===== config.mk =====
export PLATFORM = sky130hd
export DESIGN_NAME = log_word_packer
export DESIGN_NICKNAME = d
export VERILOG_FILES = /design/src/rtl/log_pkg.sv /design/src/rtl/fifo_credit_counter.sv /design/src/rtl/log_word_packer.sv
export SDC_FILE = /design/constraint.sdc
export NUM_CORES = 1
export LEC_CHECK = 0
export CAP_MARGIN = 25
export CORE_MARGIN = 8
export CORE_UTILIZATION = 34
export CTS_BUF_LIST = sky130_fd_sc_hd__clkbuf_16
export DETAILED_ROUTE_END_ITERATION = 6
export GPL_TIMING_DRIVEN = 0
export HOLD_SLACK_MARGIN = 0.12
export RECOVER_POWER = 50
export SKIP_CTS_REPAIR_TIMING = 1
export SYNTH_ARGS = -nofsm -noshare
export SYNTH_HDL_FRONTEND = slang
export SYNTH_SLANG_ARGS = --single-unit

===== constraint.sdc =====
create_clock -name clk -period 20.6 [get_ports clk]
set_input_delay 4.12 -clock clk [delete_from_list [all_inputs] [get_ports clk]]
set_output_delay 4.12 -clock clk [all_outputs]
set_load 0.05 [all_outputs]

===== src/rtl/log_pkg.sv =====
// ============================================================================
// Module      : log_pkg
// Description : Shared constants and types for the log word packer slice.
// Revision    : 1.0 - initial release
// ============================================================================
`default_nettype none

package log_pkg;

    localparam int LANE_W      = 72;
    localparam int LANES       = 4;
    localparam int PACKED_W    = LANE_W * LANES;
    localparam int FIFO_DEPTH  = 4;
    localparam int TIMEOUT_CYC = 16;

    localparam int CRED_W      = $clog2(FIFO_DEPTH + 1);
    localparam int LANE_IDX_W  = $clog2(LANES);

    typedef enum logic [0:0] {
        FILL = 1'b0,
        PEND = 1'b1
    } state_t;

endpackage

`default_nettype wire


===== src/rtl/fifo_credit_counter.sv =====
// ============================================================================
// Module      : fifo_credit_counter
// Description : Free-slot tracker for a FIFO without a full flag; saturates
//               at DEPTH and nets out a same-cycle read and write.
// Revision    : 1.0 - initial release
// ============================================================================
`default_nettype none

module fifo_credit_counter #(
    parameter int DEPTH = 4,
    parameter int W     = 3
) (
    input  logic         clk,
    input  logic         rst,
    input  logic         i_inc,
    input  logic         i_dec,
    output logic [W-1:0] o_credits,
    output logic         o_avail
);

    localparam logic [W-1:0] c_depth = W'(DEPTH);

    logic [W-1:0] r_credits;
    logic         w_inc;

    // A read with every slot already free means the FIFO is empty: drop it.
    assign w_inc   = i_inc && (r_credits != c_depth);
    assign o_avail = (r_credits != '0) || i_inc;

    always_ff @(posedge clk or posedge rst) begin
        if (rst) begin
            r_credits <= c_depth;
        end else if (w_inc && !i_dec) begin
            r_credits <= r_credits + 1'b1;
        end else if (!w_inc && i_dec) begin
            r_credits <= r_credits - 1'b1;
        end
    end

    assign o_credits = r_credits;

endmodule

`default_nettype wire


===== src/rtl/log_word_packer.sv =====
// ============================================================================
// Module      : log_word_packer
// Description : Packs LANES log entries into one FIFO word, credit-gated.
//               Optional idle flush: define PACKER_TIMEOUT_FLUSH_EN.
// Revision    : 1.0 - initial release
// ============================================================================
`default_nettype none

module log_word_packer
    import log_pkg::*;
(
    input  logic                  clk,
    input  logic                  rst,
    input  logic                  in_valid,
    output logic                  in_ready,
    input  logic [LANE_W-1:0]     in_data,
    input  logic                  in_last,
    input  logic                  fifo_rd,
    output logic                  write_en,
    output logic [PACKED_W-1:0]   write_dt,
    output logic [CRED_W-1:0]     credits,
    output logic [LANE_IDX_W-1:0] d_lane
);

    localparam logic [LANE_IDX_W-1:0] c_last_lane = LANE_IDX_W'(LANES - 1);

    state_t                r_state;
    state_t                w_state_nxt;
    logic [PACKED_W-1:0]   r_acc;
    logic [PACKED_W-1:0]   w_word;
    logic [LANE_IDX_W-1:0] r_lane;
    logic                  w_xfer;
    logic                  w_complete;
    logic                  w_issue;
    logic                  w_avail;
    logic                  w_timeout;
    logic                  r_write_en;
    logic [PACKED_W-1:0]   r_write_dt;

    assign in_ready = (r_state == FILL);
    assign w_xfer   = in_valid && in_ready;

`ifdef PACKER_TIMEOUT_FLUSH_EN
    localparam int c_idle_w = $clog2(TIMEOUT_CYC + 1);

    logic [c_idle_w-1:0] r_idle;
    logic                w_idle;

    assign w_idle    = (r_state == FILL) && (r_lane != '0) && !w_xfer;
    assign w_timeout = w_idle && (r_idle == c_idle_w'(TIMEOUT_CYC - 1));

    always_ff @(posedge clk or posedge rst) begin
        if (rst) begin
            r_idle <= '0;
        end else if (!w_idle || w_timeout) begin
            r_idle <= '0;
        end else begin
            r_idle <= r_idle + 1'b1;
        end
    end
`else
    assign w_timeout = 1'b0;
`endif

    fifo_credit_counter #(
        .DEPTH (FIFO_DEPTH),
        .W     (CRED_W)
    ) u_credits (
        .clk       (clk),
        .rst       (rst),
        .i_inc     (fifo_rd),
        .i_dec     (w_issue),
        .o_credits (credits),
        .o_avail   (w_avail)
    );

    always_comb begin
        w_word      = r_acc;
        w_complete  = 1'b0;
        w_issue     = 1'b0;
        w_state_nxt = r_state;
        if (w_xfer) begin
            w_word[r_lane*LANE_W +: LANE_W] = in_data;
        end
        case (r_state)
            FILL: begin
                w_complete = (w_xfer && ((r_lane == c_last_lane) || in_last)) || w_timeout;
                w_issue    = w_complete && w_avail;
                if (w_complete && !w_avail) begin
                    w_state_nxt = PEND;
                end
            end
            PEND: begin
                w_issue = w_avail;
                if (w_avail) begin
                    w_state_nxt = FILL;
                end
            end
            default: w_state_nxt = FILL;
        endcase
    end

    always_ff @(posedge clk or posedge rst) begin
        if (rst) begin
            r_state <= FILL;
        end else begin
            r_state <= w_state_nxt;
        end
    end

    // A word held in PEND keeps the lane index it had after its last entry.
    always_ff @(posedge clk or posedge rst) begin
        if (rst) begin
            r_acc      <= '0;
            r_lane     <= '0;
            r_write_en <= 1'b0;
            r_write_dt <= '0;
        end else begin
            r_write_en <= w_issue;
            if (w_issue) begin
                r_write_dt <= w_word;
                r_acc      <= '0;
                r_lane     <= '0;
            end else begin
                r_acc <= w_word;
                if (w_xfer) begin
                    r_lane <= (r_lane == c_last_lane) ? '0 : r_lane + 1'b1;
                end
            end
        end
    end

    assign write_en = r_write_en;
    assign write_dt = r_write_dt;
    assign d_lane   = r_lane;

endmodule

`default_nettype wire


==> flow_metrics.py <==
metrics = {
    "run_status": {
        "run_status": "complete, but fails checks",
        "failed_checks": "max-capacitance violations, max-slew violations",
    },
    "pwr": {
        "p_per_area_mw_per_mm2": 169,
        "max-vdd-ir-drop_uv": 97.9,
        "leakagePower_nw": 14.8,
    },
    "global_routing": {
        "grt_util_met3_pct": 9.52,
        "grt_max_degree": 117,
        "globalRouteMet1Util_pct": 38.6,
        "gr-max-usage-layer": "met2",
        "grt_pass1_wl_um": 182000,
        "grt_pass1_vias": 23900,
        "groute.usage.overall_pct": 29.1,
        "antenna_found_initial": 13,
        "overflow": 0,
        "grt_use_met2_pct": 43.9,
    },
    "layout": {
        "areaGrowthSynthToFinish_pct": 27.2,
        "drive_gt1_share_pct": 9.35,
        "nets": 3092,
        "fin_cells": 4103,
    },
    "synth": {
        "mappedNetlistNets": 2636,
        "synth_top_area_share_pct": 54.8,
        "post-synth-top-count-cell": "dfrtp_1",
        "ys_ff_latch": 583,
        "yosys-top-cells-count": "582 x dfrtp_1, 340 x nand2_1, 315 x nor2_1, 171 x o21ai_0, 143 x a22oi_1",
        "synth.distinct_cells": 73,
        "yosysSeqAreaShare_pct": 54.9,
        "synth_top_flop_cell": "dfrtp_1",
        "yosysWarnings": 0,
        "synth_top_cells_by_area": "dfrtp_1 55%, nand2_1 4.8%, nor2_1 4.4%, mux4_2 4.3%, a22oi_1 4.0%",
        "synth_area_leader_cell": "dfrtp_1",
        "synth_edf_count": 0,
        "avgSynthCellArea_um2": 10.4,
        "ys_async_sr_fraction_pct": 100,
        "syn_inst": 2551,
        "netlist_area_mm2": 0.0266,
    },
    "setup_path": {
        "crit_type": "primary input to async pin",
        "arrival_ns": 10.86,
        "cp.required_ns": 19.80,
        "timing.rr.end": "write_dt[110]",
        "end_kind": "async pin",
        "critPathLaunchType": "primary input",
        "r2r_setup_slack_ns": 15.27,
        "crit_fanout": 113,
        "timing.rr.start": "d_lane[0]",
        "ff2ff_path_depth": 14,
    },
    "placed_design": {
        "post-place-ws_ns": 12.80,
        "dp_hpwl_um": 102000,
        "dp.cells": 3982,
        "port_buffers": 370,
        "place_congestion": 1.04,
    },
    "sta": {
        "max_freq_mhz": 85.7,
        "period_share_pct": 56.6,
        "tightest_slew_ns": 6.27,
        "skew_ns": 0.0179,
        "setup_viol": 0,
        "period_needed_ns": 11.66,
        "rsz0062_at_grt": "false",
        "slew_headroom_pct": -318,
        "hold_viol": 0,
        "slew_violations": 366,
        "hold_ws_ns": 0.470,
        "worst_slack_ns": 8.94,
    },
    "routing": {
        "final_antenna_net_count": 0,
        "routedWlPerCell_um": 32.0,
        "drt-initial-drc-count": 3201,
        "via_count": 24400,
        "dr.pass1.iters": 5,
        "viasPerCell": 5.96,
        "routed_wl_um": 131000,
        "drc": 0,
    },
    "hold_path": {
        "worstHoldStart": "write_dt[64]",
        "hold_end": "write_dt[64]",
        "hp-class": "flip-flop to flip-flop",
        "hold_depth": 2,
    },
    "clocking": {
        "htree_num_levels": 2,
        "cts_tree": "done",
        "clock-sinks": 583,
        "clock_latency_ns": 0.64,
        "cts-root-buf": "clkbuf_16",
        "cts_buffers": 61,
        "clockBufferDepth": 3,
        "cts.clk_slew.worst_paths_ns": 0.06,
    },
    "die": {
        "coreArea_mm2": 0.0775,
        "die_h_um": 296,
        "fp.dieW_um": 296,
        "dieArea_mm2": 0.0874,
        "rows": 102,
        "num_io_pins": 372,
        "start_util_pct": 34.3,
    },
    "job": {
        "drv_cap": 4,
    },
}
logic make-up after synthesis:
family	Yosys count	share of synthesized area, %
flip-flops	583	54.9
buffers and inverters	242	4.11
multiplexers	147	7.98
AO/OA/AOI/OAI	745	18.7
adder cells (fa/ha/maj)	8	0.405
XOR/XNOR	3	0.0988
AND/OR/NAND/NOR	823	13.8
layer usage:
metal,routed length [µm],share of wire [%]
met2,57900,44
met4,5780,4.4
met1,53200,40
met5,102,0.078
met3,14400,11
flip-flops by register name, indices dropped and copies added, names as in the netlist:
signal,flops
r_state,1
d_lane,2
write_dt,288
r_acc,288
u_credits.o_credits,3
write_en,1
worst max-delay path by stage:
stage / start / end / slack, ns
after floorplan: rst / d_lane[0] / 0.17
after global placement: rst / write_dt[49] / -7.17
after detailed placement: fifo_rd / u_credits.o_credits[2] / 12.80
after CTS: fifo_rd / u_credits.o_credits[2] / 13.46
after global routing: rst / r_acc[277] / 7.45
final: rst / r_acc[46] / 8.94
through the flow:
step / util (%) / setup TNS (ns) / cell area (µm²) / total power (W)
floorplan: - / 0 / 26600 / 0.00326
global placement: 40.8 / -4123.00 / 31600 / 0.00457
detailed placement: 41.2 / 0 / 31900 / 0.00460
CTS: 43.7 / 0 / 33900 / 0.00570
global route: 43.6 / 0 / 33800 / 0.00586
finish: 43.7 / 0 / 33800 / 0.00572
power by group:
part	total [W]	internal (W)	switching, W
registers	0.00154	0.00140	0.000147
logic	0.00308	0.000825	0.00226
clock network	0.00109	0.000618	0.000473
area by class of cell:
type / count / area (µm²)
repair buffers: 393 / 3960
clock inverters: 52 / 400
diodes: 5 / 12.5
clock buffers: 62 / 1550
flip-flops and latches: 583 / 14600
well taps: 1040 / 1300
inverters: 11 / 42.5
plain buffers: 231 / 1050
multi-input cells: 1726 / 10900
fillers: 7549 / 43600
cell usage in the layout, fill, tap and decap left out, types with 31 or more instances in the layout:
cell,Yosys,layout
mux2i_1,86,86
clkbuf_16,0,62
o221ai_1,62,62
nand2_1,340,340
clkdlybuf4s50_1,0,222
nor2_1,315,315
dfrtp_1,582,582
mux4_2,51,51
a21oi_1,122,122
dlygate4sd3_1,0,148
and4_1,31,31
a22oi_1,143,143
o21ai_0,171,171
clkbuf_1,129,132
buf_2,78,78
o22ai_1,73,73
worst max-delay path: stages:
cell,delay [ns]
dlygate4sd3_1,0.55
clkinvlp_2,1.54
clkbuf_1,4.34
Note: power is estimated with default switching activity, not from simulation.
